--- config.mk ---
export PLATFORM = sky130hd
export DESIGN_NAME = awaddr_axi_issuer_flat
export DESIGN_NICKNAME = d
export VERILOG_FILES = /design/src/rtl/awaddr_axi_issuer_if.sv /design/src/rtl/awaddr_axi_issuer.sv /design/src/flat_wrapper.sv
export SDC_FILE = /design/constraint.sdc
export NUM_CORES = 1
export LEC_CHECK = 0
export ABC_AREA = 1
export BUFFER_PORTS_ARGS = -buffer_cell sky130_fd_sc_hd__buf_2
export CORE_UTILIZATION = 43
export DETAILED_ROUTE_END_ITERATION = 12
export PLACE_DENSITY = 0.77
export SLEW_MARGIN = 25
export SYNTH_ARGS = -nofsm -noshare
export SYNTH_HDL_FRONTEND = slang
export SYNTH_SLANG_ARGS = --single-unit
--- constraint.sdc ---
create_clock -name clk -period 2.3 [get_ports clk]
set_clock_uncertainty 0.2 [all_clocks]
set_input_delay 0.69 -clock clk [delete_from_list [all_inputs] [get_ports clk]]
set_output_delay 0.69 -clock clk [all_outputs]
set_load 0.01 [all_outputs]
--- src/rtl/awaddr_axi_issuer_if.sv ---
// awaddr_axi_issuer_if: AXI4 write-address (AW) and write-response (B)
// channel bundle between the address issuer and the DDR controller.
//   m_awaddr/m_awlen/m_awvalid : AW request, driven by the issuer
//   m_awready                  : AW accept, driven by the controller
//   m_bvalid/m_bresp           : B response, driven by the controller
//   m_bready                   : B accept, driven by the issuer
// Modports: master = issuer side, slave = controller side.
interface awaddr_axi_issuer_if #(
  parameter int unsigned ADDR_WIDTH = 32
);
  logic [ADDR_WIDTH-1:0] m_awaddr;
  logic [7:0]            m_awlen;
  logic                  m_awvalid;
  logic                  m_awready;
  logic                  m_bvalid;
  logic [1:0]            m_bresp;
  logic                  m_bready;

  modport master (
    output m_awaddr, m_awlen, m_awvalid, m_bready,
    input  m_awready, m_bvalid, m_bresp
  );

  modport slave (
    input  m_awaddr, m_awlen, m_awvalid, m_bready,
    output m_awready, m_bvalid, m_bresp
  );
endinterface

--- src/rtl/awaddr_axi_issuer.sv ---
// awaddr_axi_issuer: pops burst start addresses from the write-address
// prefetch FIFO and issues them as AXI4 AW bursts, bounding the number of
// bursts in flight by counting B responses. Each accepted AW also emits a
// length command for the W-channel data mover.
//
// Ports:
//   clk, rst_n            clock, asynchronous active-low reset
//   fifo_rd_vld/_data     FWFT FIFO head (burst start byte address)
//   fifo_rd_en            registered pop strobe, one cycle per entry
//   m_axi                 AW/B channels (awaddr_axi_issuer_if.master)
//   wcmd_valid/wcmd_len   one pulse per accepted AW with its awlen
//   busy                  FSM not idle or bursts still outstanding
//   bresp_err             sticky: a B response other than OKAY was seen
//
// Build option: define AWADDR_ISSUER_4K_SPLIT_EN to split any burst that
// would cross a 4 KB boundary into two AWs from a single FIFO pop.
module awaddr_axi_issuer #(
  parameter int unsigned ADDR_WIDTH = 32,
  parameter int unsigned BEAT_BYTES = 32,
  parameter int unsigned BURST_LEN  = 16,
  parameter int unsigned MAX_OUTST  = 8
) (
  input  logic                  clk,
  input  logic                  rst_n,
  input  logic                  fifo_rd_vld,
  input  logic [ADDR_WIDTH-1:0] fifo_rd_data,
  output logic                  fifo_rd_en,
  awaddr_axi_issuer_if.master   m_axi,
  output logic                  wcmd_valid,
  output logic [7:0]            wcmd_len,
  output logic                  busy,
  output logic                  bresp_err
);

  localparam logic [7:0]            LEN_FULL  = 8'(BURST_LEN - 1);
  localparam logic [7:0]            MAX_CNT   = 8'(MAX_OUTST);
  localparam logic [ADDR_WIDTH-1:0] BEAT_MASK = ADDR_WIDTH'(BEAT_BYTES - 1);

`ifdef AWADDR_ISSUER_4K_SPLIT_EN
  localparam int unsigned BEAT_SHIFT = $clog2(BEAT_BYTES);
  localparam logic [31:0] FULL_BYTES = 32'(BURST_LEN * BEAT_BYTES);
  typedef enum logic [1:0] {S_IDLE, S_ISSUE, S_SPLIT} state_t;
`else
  typedef enum logic {S_IDLE, S_ISSUE} state_t;
`endif

  state_t                r_state, w_state_nxt;
  logic                  r_fifo_rd_en;
  logic [ADDR_WIDTH-1:0] r_awaddr;
  logic [7:0]            r_awlen;
  logic                  r_awvalid;
  logic                  r_bready;
  logic [7:0]            r_outst;
  logic                  r_bresp_err;

  logic                  w_room, w_aw_hs, w_b_hs, w_dec;
  logic                  w_req, w_capture, w_load_split;
  logic [ADDR_WIDTH-1:0] w_cap_addr;
  logic [7:0]            w_first_len;

  assign w_room     = (r_outst < MAX_CNT);
  assign w_aw_hs    = r_awvalid & m_axi.m_awready;
  assign w_b_hs     = m_axi.m_bvalid & r_bready;
  // A response with nothing outstanding is ignored so the count cannot wrap.
  assign w_dec      = w_b_hs && (r_outst != '0);
  assign w_cap_addr = fifo_rd_data & ~BEAT_MASK;

`ifdef AWADDR_ISSUER_4K_SPLIT_EN
  logic [31:0]           w_off, w_first_beats;
  logic                  w_cross;
  logic                  r_rem_pend;
  logic [ADDR_WIDTH-1:0] r_rem_addr;
  logic [7:0]            r_rem_len;

  assign w_off         = {20'd0, w_cap_addr[11:0]};
  assign w_cross       = (w_off + FULL_BYTES) > 32'd4096;
  assign w_first_beats = (32'd4096 - w_off) >> BEAT_SHIFT;
  assign w_first_len   = w_cross ? 8'(w_first_beats - 32'd1) : LEN_FULL;
`else
  assign w_first_len   = LEN_FULL;
`endif

  always_ff @(posedge clk or negedge rst_n) begin
    if (!rst_n) r_state <= S_IDLE;
    else        r_state <= w_state_nxt;
  end

  // The pop is requested one cycle ahead so fifo_rd_en is a flop; the FSM
  // stays in IDLE during the pop cycle and captures the head entry there.
  always_comb begin
    w_state_nxt  = r_state;
    w_req        = 1'b0;
    w_capture    = 1'b0;
    w_load_split = 1'b0;
    case (r_state)
      S_IDLE: begin
        if (r_fifo_rd_en) begin
          w_capture   = 1'b1;
          w_state_nxt = S_ISSUE;
        end else if (fifo_rd_vld && w_room) begin
          w_req = 1'b1;
        end
      end
      S_ISSUE: begin
        if (w_aw_hs) begin
`ifdef AWADDR_ISSUER_4K_SPLIT_EN
          w_state_nxt = r_rem_pend ? S_SPLIT : S_IDLE;
`else
          w_state_nxt = S_IDLE;
`endif
        end
      end
`ifdef AWADDR_ISSUER_4K_SPLIT_EN
      S_SPLIT: begin
        if (w_room) begin
          w_load_split = 1'b1;
          w_state_nxt  = S_ISSUE;
        end
      end
`endif
      default: w_state_nxt = S_IDLE;
    endcase
  end

  always_ff @(posedge clk or negedge rst_n) begin
    if (!rst_n) begin
      r_fifo_rd_en <= 1'b0;
      r_awaddr     <= '0;
      r_awlen      <= '0;
      r_awvalid    <= 1'b0;
      r_bready     <= 1'b0;
      r_outst      <= '0;
      r_bresp_err  <= 1'b0;
`ifdef AWADDR_ISSUER_4K_SPLIT_EN
      r_rem_pend   <= 1'b0;
      r_rem_addr   <= '0;
      r_rem_len    <= '0;
`endif
    end else begin
      r_bready     <= 1'b1;
      r_fifo_rd_en <= w_req;

      if (w_capture) begin
        r_awaddr  <= w_cap_addr;
        r_awlen   <= w_first_len;
        r_awvalid <= 1'b1;
`ifdef AWADDR_ISSUER_4K_SPLIT_EN
        r_rem_pend <= w_cross;
        r_rem_addr <= {w_cap_addr[ADDR_WIDTH-1:12], 12'h000} + ADDR_WIDTH'(4096);
        r_rem_len  <= 8'(32'(BURST_LEN) - w_first_beats - 32'd1);
      end else if (w_load_split) begin
        r_awaddr   <= r_rem_addr;
        r_awlen    <= r_rem_len;
        r_awvalid  <= 1'b1;
        r_rem_pend <= 1'b0;
`endif
      end else if (w_aw_hs) begin
        r_awvalid <= 1'b0;
      end

      case ({w_aw_hs, w_dec})
        2'b10:   r_outst <= r_outst + 8'd1;
        2'b01:   r_outst <= r_outst - 8'd1;
        default: r_outst <= r_outst;
      endcase

      if (w_b_hs && (m_axi.m_bresp != 2'b00)) r_bresp_err <= 1'b1;
    end
  end

  assign fifo_rd_en      = r_fifo_rd_en;
  assign m_axi.m_awaddr  = r_awaddr;
  assign m_axi.m_awlen   = r_awlen;
  assign m_axi.m_awvalid = r_awvalid;
  assign m_axi.m_bready  = r_bready;
  assign wcmd_valid      = w_aw_hs;
  assign wcmd_len        = r_awlen;
  assign busy            = (r_state != S_IDLE) || (r_outst != '0);
  assign bresp_err       = r_bresp_err;

endmodule

--- src/flat_wrapper.sv ---
// flat-port wrapper written by rule: the top's interface ports become plain ports
module awaddr_axi_issuer_flat 
#(
  parameter int unsigned ADDR_WIDTH = 32,
  parameter int unsigned BEAT_BYTES = 32,
  parameter int unsigned BURST_LEN  = 16,
  parameter int unsigned MAX_OUTST  = 8
)
  (clk, rst_n, fifo_rd_vld, fifo_rd_data, fifo_rd_en, wcmd_valid, wcmd_len, busy, bresp_err, m_axi_m_awaddr, m_axi_m_awlen, m_axi_m_awvalid, m_axi_m_bready, m_axi_m_awready, m_axi_m_bvalid, m_axi_m_bresp);
  awaddr_axi_issuer_if #(.ADDR_WIDTH(ADDR_WIDTH)) m_axi_i ();
  input  logic clk;
  input  logic rst_n;
  input  logic fifo_rd_vld;
  input  logic [ADDR_WIDTH-1:0] fifo_rd_data;
  output logic fifo_rd_en;
  output logic wcmd_valid;
  output logic [7:0] wcmd_len;
  output logic busy;
  output logic bresp_err;
  output wire logic [$bits(m_axi_i.m_awaddr)-1:0] m_axi_m_awaddr;
  output wire logic [$bits(m_axi_i.m_awlen)-1:0] m_axi_m_awlen;
  output wire logic [$bits(m_axi_i.m_awvalid)-1:0] m_axi_m_awvalid;
  output wire logic [$bits(m_axi_i.m_bready)-1:0] m_axi_m_bready;
  input wire logic [$bits(m_axi_i.m_awready)-1:0] m_axi_m_awready;
  input wire logic [$bits(m_axi_i.m_bvalid)-1:0] m_axi_m_bvalid;
  input wire logic [$bits(m_axi_i.m_bresp)-1:0] m_axi_m_bresp;
  assign m_axi_m_awaddr = m_axi_i.m_awaddr;
  assign m_axi_m_awlen = m_axi_i.m_awlen;
  assign m_axi_m_awvalid = m_axi_i.m_awvalid;
  assign m_axi_m_bready = m_axi_i.m_bready;
  assign m_axi_i.m_awready = m_axi_m_awready;
  assign m_axi_i.m_bvalid = m_axi_m_bvalid;
  assign m_axi_i.m_bresp = m_axi_m_bresp;
  awaddr_axi_issuer #(.ADDR_WIDTH(ADDR_WIDTH), .BEAT_BYTES(BEAT_BYTES), .BURST_LEN(BURST_LEN), .MAX_OUTST(MAX_OUTST)) u_core (.clk(clk), .rst_n(rst_n), .fifo_rd_vld(fifo_rd_vld), .fifo_rd_data(fifo_rd_data), .fifo_rd_en(fifo_rd_en), .m_axi(m_axi_i), .wcmd_valid(wcmd_valid), .wcmd_len(wcmd_len), .busy(busy), .bresp_err(bresp_err));
endmodule
==> impl_metrics.py, run 1 <==
metrics = {
    "status": {
        "status": "finished with violations",
        "violations": "setup timing",
    },
    "critical_path": {
        "r2r_start": "u_core.r_outst[3]$_DFFE_PN0P_",
        "cp_slowest_cell": "dfrtp_1",
        "reg2reg_to": "u_core.r_outst[4]$_DFFE_PN0P_",
        "arrival_ps": 1530,
        "required_ps": 1410,
        "reg2reg_depth": 13,
        "crit_family": "simple AND/OR/NAND/NOR gates",
        "crit_buf_inv": 2,
        "cp_max_fo": 2,
        "slowest_delay_ps": 400,
        "r2r_setup_slack_ps": -40,
        "cp-end-kind": "output port",
        "cp-start-kind": "register",
        "critPathKind": "reg -> out",
        "path_cells": "nor3_2 > nand3_2 > nor3_4 > buf_4 > nand2_1 > buf_2",
    },
    "die": {
        "core_sq_mm": 0.00472,
        "io_pins": 93,
        "die_w_microns": 72.1,
        "start_util_pct": 44.8,
        "dieArea_sq_mm": 0.00520,
        "rows": 25,
        "die_h_microns": 72.1,
    },
    "final_layout": {
        "fill_cells": 393,
        "nNetsFinal": 356,
        "final_cell_mix": "buf_2 (74), nand2_1 (48), dfrtp_1 (41), mux2_2 (27), buf_4 (25)",
        "num_antenna_cells": 0,
        "final_area_sq_mm": 0.00286,
        "area_delta_synth_final_pct": 35.2,
        "instances_no_fill": 382,
        "drive_gt1_share_pct": 52.1,
        "final_util_pct": 60.5,
        "layout_commonest_cell": "buf_2",
    },
    "synth": {
        "yosys.area.top_type_share_pct": 48.5,
        "yosysWarnings": 0,
        "synth_top_cell_by_area": "dfrtp_1",
        "yosys-top-cells-area": "dfrtp_1 (49%), mux2_2 (14%), nand2_1 (9.8%), buf_4 (7.5%), inv_1 (3.7%)",
        "ys_seq_area_share_pct": 48.5,
        "yosysUniqueCellTypes": 24,
        "ys_ff_latch": 41,
        "syn_inst": 220,
        "avgSynthCellArea_sq_um": 9.61,
        "netlist_area_sq_mm": 0.00211,
    },
    "place": {
        "gp_congestion": 0.820,
        "place_area_sq_mm": 0.00265,
        "io_buffer_count": 74,
        "hpwl_microns": 3000,
        "dp_cells": 372,
    },
    "run": {
        "cap_violations": 0,
    },
    "timing": {
        "period_needed_ps": 2420,
        "fmax_mhz": 413,
        "grt_setup_unrepaired": "true",
        "whs_ps": 147,
        "finalCritPeriodShare_pct": 105,
        "hold_viol": 0,
        "setup_viol": 5,
        "fin_ws_ps": -122,
        "drv_slew": 0,
    },
    "detailed_routing": {
        "antenna_left": 0,
        "viasPerCell": 4.46,
        "drt_iter0_markers": 32,
        "first_pass_iters": 4,
        "avgRoutedWirePerCell_microns": 10.6,
        "drc": 0,
        "vias": 1702,
        "wl_microns": 4040,
    },
    "pwr": {
        "total_power_mw": 3.56,
        "ir_drop_mv": 0.659,
        "p_leak_nw": 1.52,
        "p_per_area_mw_per_mm2": 1250,
    },
    "cts": {
        "cts_buffer_depth": 2,
        "htreeDepth": 2,
        "clk_latency_ps": 300,
        "clk_pin_slew_ps": 80,
        "cts_tree": "yes",
        "cts-root-buf": "clkbuf_8",
        "cts_buffers": 5,
        "cts_sinks": 41,
    },
    "grt": {
        "antenna_found_initial": 0,
        "grt_max_degree": 42,
        "grt_use_total_pct": 17.6,
        "grt_pass1_vias": 1630,
        "grt_pass1_wl_microns": 6930,
        "overflow": 0,
    },
    "hold_path": {
        "hold_path_class": "in -> async",
    },
}
==> power by group <==
group          switching, mW  total (mW)  internal, mW
combinational          0.875        1.74         0.869
clock                  0.266       0.591         0.325
sequential             0.169        1.23          1.06
==> cells in the mapped netlist (all sizes together) <==
| cell type | count |
|---|---|
| xnor2 | 3 |
| dfrtp | 41 |
| buf | 26 |
| nor4 | 1 |
| nand3 | 14 |
| a21oi | 2 |
| mux2 | 27 |
| o21ai | 7 |
| ha | 3 |
| nand2 | 56 |
| nor3 | 2 |
| o21bai | 2 |
| inv | 22 |
| nor2 | 12 |
| conb | 2 |
==> flip-flops by register name (all words and copies together) (netlist names) <==
name / count
u_core.m_axi.m_awaddr: 27
u_core.r_outst: 8
u_core.bresp_err: 1
u_core.fifo_rd_en: 1
u_core.m_axi.m_awlen: 1
u_core.m_axi.m_awvalid: 1
u_core.m_axi.m_bready: 1
u_core.r_state: 1
==> routing by layer <==
layer	wire, microns	GRT usage, %
met4	102	9.15
met5	0	0
met2	1890	28.3
met3	225	4.58
met1	1830	21.7
==> cell families (layout without fill, tap and decap cells) <==
logic type | Yosys count | in the layout | synth area share [%]
mux | 27 | 27 | 14.4
xor+xnor | 3 | 3 | 1.24
fa+ha+maj | 3 | 3 | 1.78
compound gates | 11 | 11 | 3.02
buf+inv | 48 | 131 | 13.1
other cells | 2 | 14 | 0.355
simple gates | 85 | 85 | 17.6
flops | 41 | 41 | 48.5
==> layout make-up <==
cell class	instances	area (sq um)	share of cell area, %
multi-input combinational	143	956	33.4
clock inverter	3	43.8	1.53
clock buffer	5	68.8	2.41
inverter	22	82.6	2.89
timing repair buffer	101	598	20.9
tap	67	83.8	2.93
sequential	41	1030	35.9
==> worst reg2reg max path, cell delays in order (launching register included) <==
cell      delay [ps]
dfrtp_1          400
nor3_2           240
nand3_2          140
nor3_4           160
nor2_2            90
ha_4             190
nand2_1           60
nand2_1           60
ha_2             160
o21bai_4         190
a21oi_2          160
nand2_1           70
nand2_1           60
o21ai_1           60
==> how the worst max path moves through the flow <==
stage	startpoint	endpoint	slack, ps	depth (start not counted)
2_1_floorplan	u_core.r_outst[3]$_DFFE_PN0P_	u_core.r_outst[4]$_DFFE_PN0P_	-40	14
3_3_place_gp	u_core.r_outst[3]$_DFFE_PN0P_	u_core.r_outst[6]$_DFFE_PN0P_	-190	15
3_5_place_dp	u_core.r_outst[3]$_DFFE_PN0P_	u_core.r_outst[5]$_DFFE_PN0P_	-220	16
4_1_cts	u_core.r_outst[4]$_DFFE_PN0P_	busy	-100	6
5_1_grt	u_core.r_outst[3]$_DFFE_PN0P_	busy	-170	6
6_report	u_core.r_outst[3]$_DFFE_PN0P_	busy	-120	6
==> per-stage QoR <==
step	worst slack, ps	TNS, ps
floorplan	-39.8	-67.2
global placement	-189	-827
detailed placement	-225	-990
CTS	-104	-373
global route	-174	-750
finish	-122	-215
==> repair_timing <==
| action | 4_1_cts | 5_1_grt |
|---|---|---|
| buffers inserted | 2 | 0 |
| setup endpoints to repair | 7 | 7 |
| pin swaps | 10 | 4 |
| resized for setup | 9 | 13 |
| hold buffers | 0 | 0 |
(Power assumes the default switching activity.)
==> run 2: changes to the inputs <==
==> constraint.sdc (replaced) <==
create_clock -name clk -period 2.3 [get_ports clk]
set_clock_uncertainty 0.2 [all_clocks]
set_input_delay 0.69 -clock clk [delete_from_list [all_inputs] [get_ports clk]]
set_output_delay 0.69 -clock clk [all_outputs]
set_load 0.005 [all_outputs]
==> run 2 against run 1 <==
  * Worst setup slack got worse by 45 ps
  * Non-clock buffer count did not move
  * The flow still finishes with violations (setup timing)
  * Critical path depth did not move
  * Highest routed layer unchanged
  * Critical endpoint unchanged
  * Maximum frequency fell by 1.8%
  * Critical path type unchanged
==> impl_metrics.py, run 2 (synthesis results as in run 1) <==
metrics = {
    "cts": {
        "cts-root-buf": "clkbuf_8",
        "cts_buffer_depth": 2,
        "cts_tree": "yes",
        "cts_sinks": 41,
        "clk_latency_ps": 300,
        "htreeDepth": 2,
        "cts_buffers": 5,
        "cts_hold_buf": 0,
        "clk_pin_slew_ps": 80,
    },
    "timing": {
        "grt_setup_unrepaired": "true",
        "finalCritPeriodShare_pct": 107,
        "fin_ws_ps": -168,
        "setup_viol": 5,
        "period_needed_ps": 2470,
        "drv_slew": 0,
        "finalSetupTns_ps": -481,
        "hold_viol": 0,
        "fmax_mhz": 405,
    },
    "run": {
        "cap_violations": 0,
    },
    "die": {
        "io_pins": 93,
        "rows": 25,
        "die_h_microns": 72.1,
        "die_w_microns": 72.1,
        "dieArea_sq_mm": 0.00520,
        "start_util_pct": 44.8,
        "core_sq_mm": 0.00472,
    },
    "status": {
        "status": "finished with violations",
        "violations": "setup timing",
    },
    "critical_path": {
        "arrival_ps": 1580,
        "path_cells": "nor3_2 > nand3_2 > nor3_4 > buf_4 > nand2_1 > buf_2",
        "crit_family": "simple AND/OR/NAND/NOR gates",
        "r2r_start": "u_core.r_outst[3]$_DFFE_PN0P_",
        "cp-end-kind": "output port",
        "cp_slowest_cell": "dfrtp_1",
        "reg2reg_to": "u_core.r_outst[7]$_DFFE_PN0P_",
        "required_ps": 1410,
        "cp_max_fo": 2,
        "cp-start-kind": "register",
        "critPathKind": "reg -> out",
        "slowest_delay_ps": 400,
        "r2r_setup_slack_ps": -100,
        "reg2reg_depth": 16,
        "crit_buf_inv": 2,
        "cp-startpoint": "u_core.r_outst[3]$_DFFE_PN0P_",
    },
    "final_layout": {
        "num_antenna_cells": 0,
        "drive_gt1_share_pct": 51.7,
        "layout_commonest_cell": "buf_2",
        "instances_no_fill": 382,
        "final_cell_mix": "buf_2 (74), nand2_1 (49), dfrtp_1 (41), mux2_2 (27), buf_4 (25)",
        "area_delta_synth_final_pct": 35.0,
        "nNetsFinal": 356,
        "largest_reg_flops": 27,
    },
    "place": {
        "io_buffer_count": 74,
        "gp_congestion": 0.820,
        "dp_cells": 372,
        "hpwl_microns": 3000,
    },
    "grt": {
        "grt_max_degree": 42,
        "grt_pass1_wl_microns": 6920,
        "overflow": 0,
        "grt_pass1_vias": 1621,
        "antenna_found_initial": 0,
        "grt_use_total_pct": 17.5,
    },
    "detailed_routing": {
        "avgRoutedWirePerCell_microns": 10.6,
        "viasPerCell": 4.46,
        "drc": 0,
        "vias": 1702,
        "first_pass_iters": 4,
        "wl_microns": 4050,
        "drt_iter0_markers": 31,
        "antenna_left": 0,
    },
    "pwr": {
        "p_per_area_mw_per_mm2": 1200,
        "ir_drop_mv": 0.648,
        "p_leak_nw": 1.51,
    },
    "hold_path": {
        "hold_path_class": "in -> async",
    },
}
-- run 2: what timing repair did --
| item | CTS | global route |
|---|---|---|
| resized for setup | 9 | 11 |
| pin swaps | 8 | 8 |
| cloned | 0 | 0 |
| buffers inserted | 2 | 0 |
| endpoints found under the setup margin | 7 | 7 |
-- run 2: per-stage QoR --
stage / instance area, sq um / util [%] / power, mW / setup slack, ps / hold WS (ps)
after CTS: 2810 / 59.4 / 3.39 / -94.2 / 151
final: 2850 / 60.4 / 3.41 / -168 / 147
after global routing: 2850 / 60.4 / 3.70 / -244 / 162
after floorplan: 2180 / - / 2.14 / -39.8 / 194
after detailed placement: 2650 / 56.2 / 2.74 / -225 / 221
after global placement: 2650 / 56.2 / 2.69 / -189 / 213
-- run 2: metal layers --
metal	global-route usage (%)	up-vias	wire length [microns]
li1	-	850	-
met1	21.7	781	1830
met2	28.2	64	1900
met3	4.58	7	216
met4	9.15	0	102
met5	0	-	0
-- run 2: final cells by class --
cell class | count | area [sq um]
Clock buffer | 5 | 68.8
Multi-Input combinational cell | 143 | 951
Clock inverter | 3 | 43.8
Fill cell | 397 | 1870
Inverter | 22 | 82.6
Sequential cell | 41 | 1030
Timing Repair Buffer | 101 | 598
Tap cell | 67 | 83.8
-- run 2: where the power goes --
part	internal (mW)	switching, mW
clock network	0.325	0.266
logic	0.853	0.740
registers	1.06	0.170
-- run 2: worst max path at each step --
stage                                                to  depth (start not counted)  slack (ps)
final                                              busy                          6        -170
after global routing      u_core.r_outst[7]$_DFFE_PN0P_                         16        -240
after CTS                                          busy                          6         -90
after detailed placement  u_core.r_outst[5]$_DFFE_PN0P_                         16        -220
after global placement    u_core.r_outst[6]$_DFFE_PN0P_                         15        -190
after floorplan           u_core.r_outst[4]$_DFFE_PN0P_                         14         -40
==> run 3: changes to the inputs <==
- BUFFER_PORTS_ARGS: -buffer_cell sky130_fd_sc_hd__buf_2 -> -buffer_cell sky130_fd_sc_hd__buf_4
==> run 3 against run 2 <==
  * The run still ends with setup timing left
  * Count of clock-buffer cells in the layout grew 2
  * Routed wire length up 16%
  * Utilization increased by 5.5 points
  * Non-clock buffer count rose by 5
  * Design area grew 9.1%
  * Critical endpoint unchanged
==> impl_metrics.py, run 3 (synthesis results as in run 1) <==
metrics = {
    "detailed_routing": {
        "wl_microns": 4700,
        "drc": 0,
        "antenna_left": 0,
        "first_pass_iters": 4,
        "viasPerCell": 4.55,
        "wl_met1_microns": 1830,
        "vias": 1761,
        "met3_wirelength_microns": 258,
        "met2_wirelength_microns": 2500,
        "avgRoutedWirePerCell_microns": 12.1,
        "top_layer": "met4",
        "drt_iter0_markers": 49,
    },
    "critical_path": {
        "r2r_start": "u_core.r_outst[3]$_DFFE_PN0P_",
        "cp_slowest_cell": "dfrtp_1",
        "cp-end-kind": "output port",
        "required_ps": 1410,
        "cp-start-kind": "register",
        "path_common_cell": "nor3_4",
        "arrival_ps": 1640,
        "r2r_setup_slack_ps": -160,
        "critPathKind": "reg -> out",
        "path_cells": "nor3_4 > nand3_2 > nor3_4 > buf_4 > nand2_2 > buf_6",
        "cp_max_fo": 2,
        "reg2reg_to": "u_core.r_outst[6]$_DFFE_PN0P_",
        "reg2reg_depth": 15,
        "slowest_delay_ps": 420,
    },
    "run": {
        "cap_violations": 0,
    },
    "final_layout": {
        "nNetsFinal": 361,
        "area_delta_synth_final_pct": 47.2,
        "largest_reg_flops": 27,
        "num_antenna_cells": 0,
        "final_cell_mix": "buf_4 (103), nand2_1 (45), dfrtp_1 (41), mux2_2 (27), inv_1 (16)",
        "instances_no_fill": 387,
        "layout_commonest_cell": "buf_4",
        "drive_gt1_share_pct": 55.9,
    },
    "cts": {
        "cts_sinks": 41,
        "cts_buffers": 5,
        "cts-root-buf": "clkbuf_8",
        "cts_tree": "yes",
        "clk_latency_ps": 290,
        "cts_buffer_depth": 2,
        "clk_pin_slew_ps": 80,
        "htreeDepth": 2,
    },
    "timing": {
        "whs_ps": 157,
        "finalCritPeriodShare_pct": 110,
        "setup_viol": 7,
        "drv_slew": 0,
        "finalSetupTns_ps": -811,
        "fmax_mhz": 396,
        "period_needed_ps": 2530,
        "fin_ws_ps": -227,
        "hold_viol": 0,
        "grt_setup_unrepaired": "true",
        "worstMarginPinSlew_ps": 513,
        "relSlewSlack_pct": 65.8,
    },
    "die": {
        "io_pins": 93,
        "rows": 25,
        "die_h_microns": 72.1,
        "core_sq_mm": 0.00472,
        "start_util_pct": 44.8,
        "die_w_microns": 72.1,
        "dieArea_sq_mm": 0.00520,
    },
    "status": {
        "violations": "setup timing",
        "status": "finished with violations",
    },
    "place": {
        "dp_cells": 373,
        "post-place-ws_ps": -221,
        "gp_congestion": 0.869,
        "hpwl_microns": 3340,
        "io_buffer_count": 74,
    },
    "grt": {
        "grt_max_degree": 42,
        "overflow": 0,
        "grt_use_total_pct": 18.7,
        "grt_pass1_wl_microns": 7450,
        "grt_pass1_vias": 1766,
        "antenna_found_initial": 0,
    },
    "hold_path": {
        "hold_path_class": "in -> async",
    },
    "pwr": {
        "p_per_area_mw_per_mm2": 1200,
        "p_leak_nw": 1.60,
        "ir_drop_mv": 0.749,
    },
}
run 3: timing repair:
item | CTS | global route
gates resized for setup | 13 | 25
buffers inserted | 3 | 4
hold endpoints to repair | 0 | 0
setup endpoints to repair | 7 | 8
hold buffers | 0 | 0
pin swaps | 13 | 14
run 3: power breakdown:
| group | switching, mW | internal, mW |
|---|---|---|
| Clock | 0.258 | 0.277 |
| Sequential | 0.218 | 1.06 |
| Combinational | 0.814 | 1.10 |
| Total | 1.29 | 2.44 |
run 3: routing by layer:
layer	GRT usage [%]	up-vias
met5	0	-
met4	9.15	0
met3	3.89	8
met2	34.8	71
met1	20.0	816
li1	-	866
run 3: area by class of cell:
| type | count | area, sq um |
|---|---|---|
| clock buffers | 7 | 96.3 |
| clock inverters | 1 | 8.76 |
| fillers | 361 | 1610 |
| inverters | 22 | 82.6 |
| multi-input cells | 143 | 1000 |
| flip-flops and latches | 41 | 1030 |
| well taps | 67 | 83.8 |
| repair buffers | 106 | 816 |
run 3: critical path, delay by kind of cell (launching register included):
family                 cells  cell delay [ps]
buffers and inverters      2              260
and+or+nand+nor            4              670
DFF                        1              420
run 3: through the flow:
step | utilization [%] | instance area (sq um) | total power, mW
final | 65.9 | 3110 | 3.73
after global routing | 65.9 | 3110 | 4.00
after CTS | 63.4 | 3000 | 3.58
after detailed placement | 60.0 | 2830 | 2.97
after global placement | 60.0 | 2830 | 2.90
after floorplan | - | 2180 | 2.14
run 3: how the worst max path moves through the flow:
stage	startpoint	slack (ps)	cells past startpoint	to
2_1_floorplan	u_core.r_outst[3]$_DFFE_PN0P_	-40	14	u_core.r_outst[4]$_DFFE_PN0P_
3_3_place_gp	u_core.r_outst[3]$_DFFE_PN0P_	-210	16	u_core.r_outst[5]$_DFFE_PN0P_
3_5_place_dp	u_core.r_outst[3]$_DFFE_PN0P_	-220	15	u_core.r_outst[6]$_DFFE_PN0P_
4_1_cts	u_core.r_outst[4]$_DFFE_PN0P_	-90	6	busy
5_1_grt	u_core.r_outst[3]$_DFFE_PN0P_	-360	15	u_core.r_outst[6]$_DFFE_PN0P_
6_report	u_core.r_outst[3]$_DFFE_PN0P_	-230	6	busy
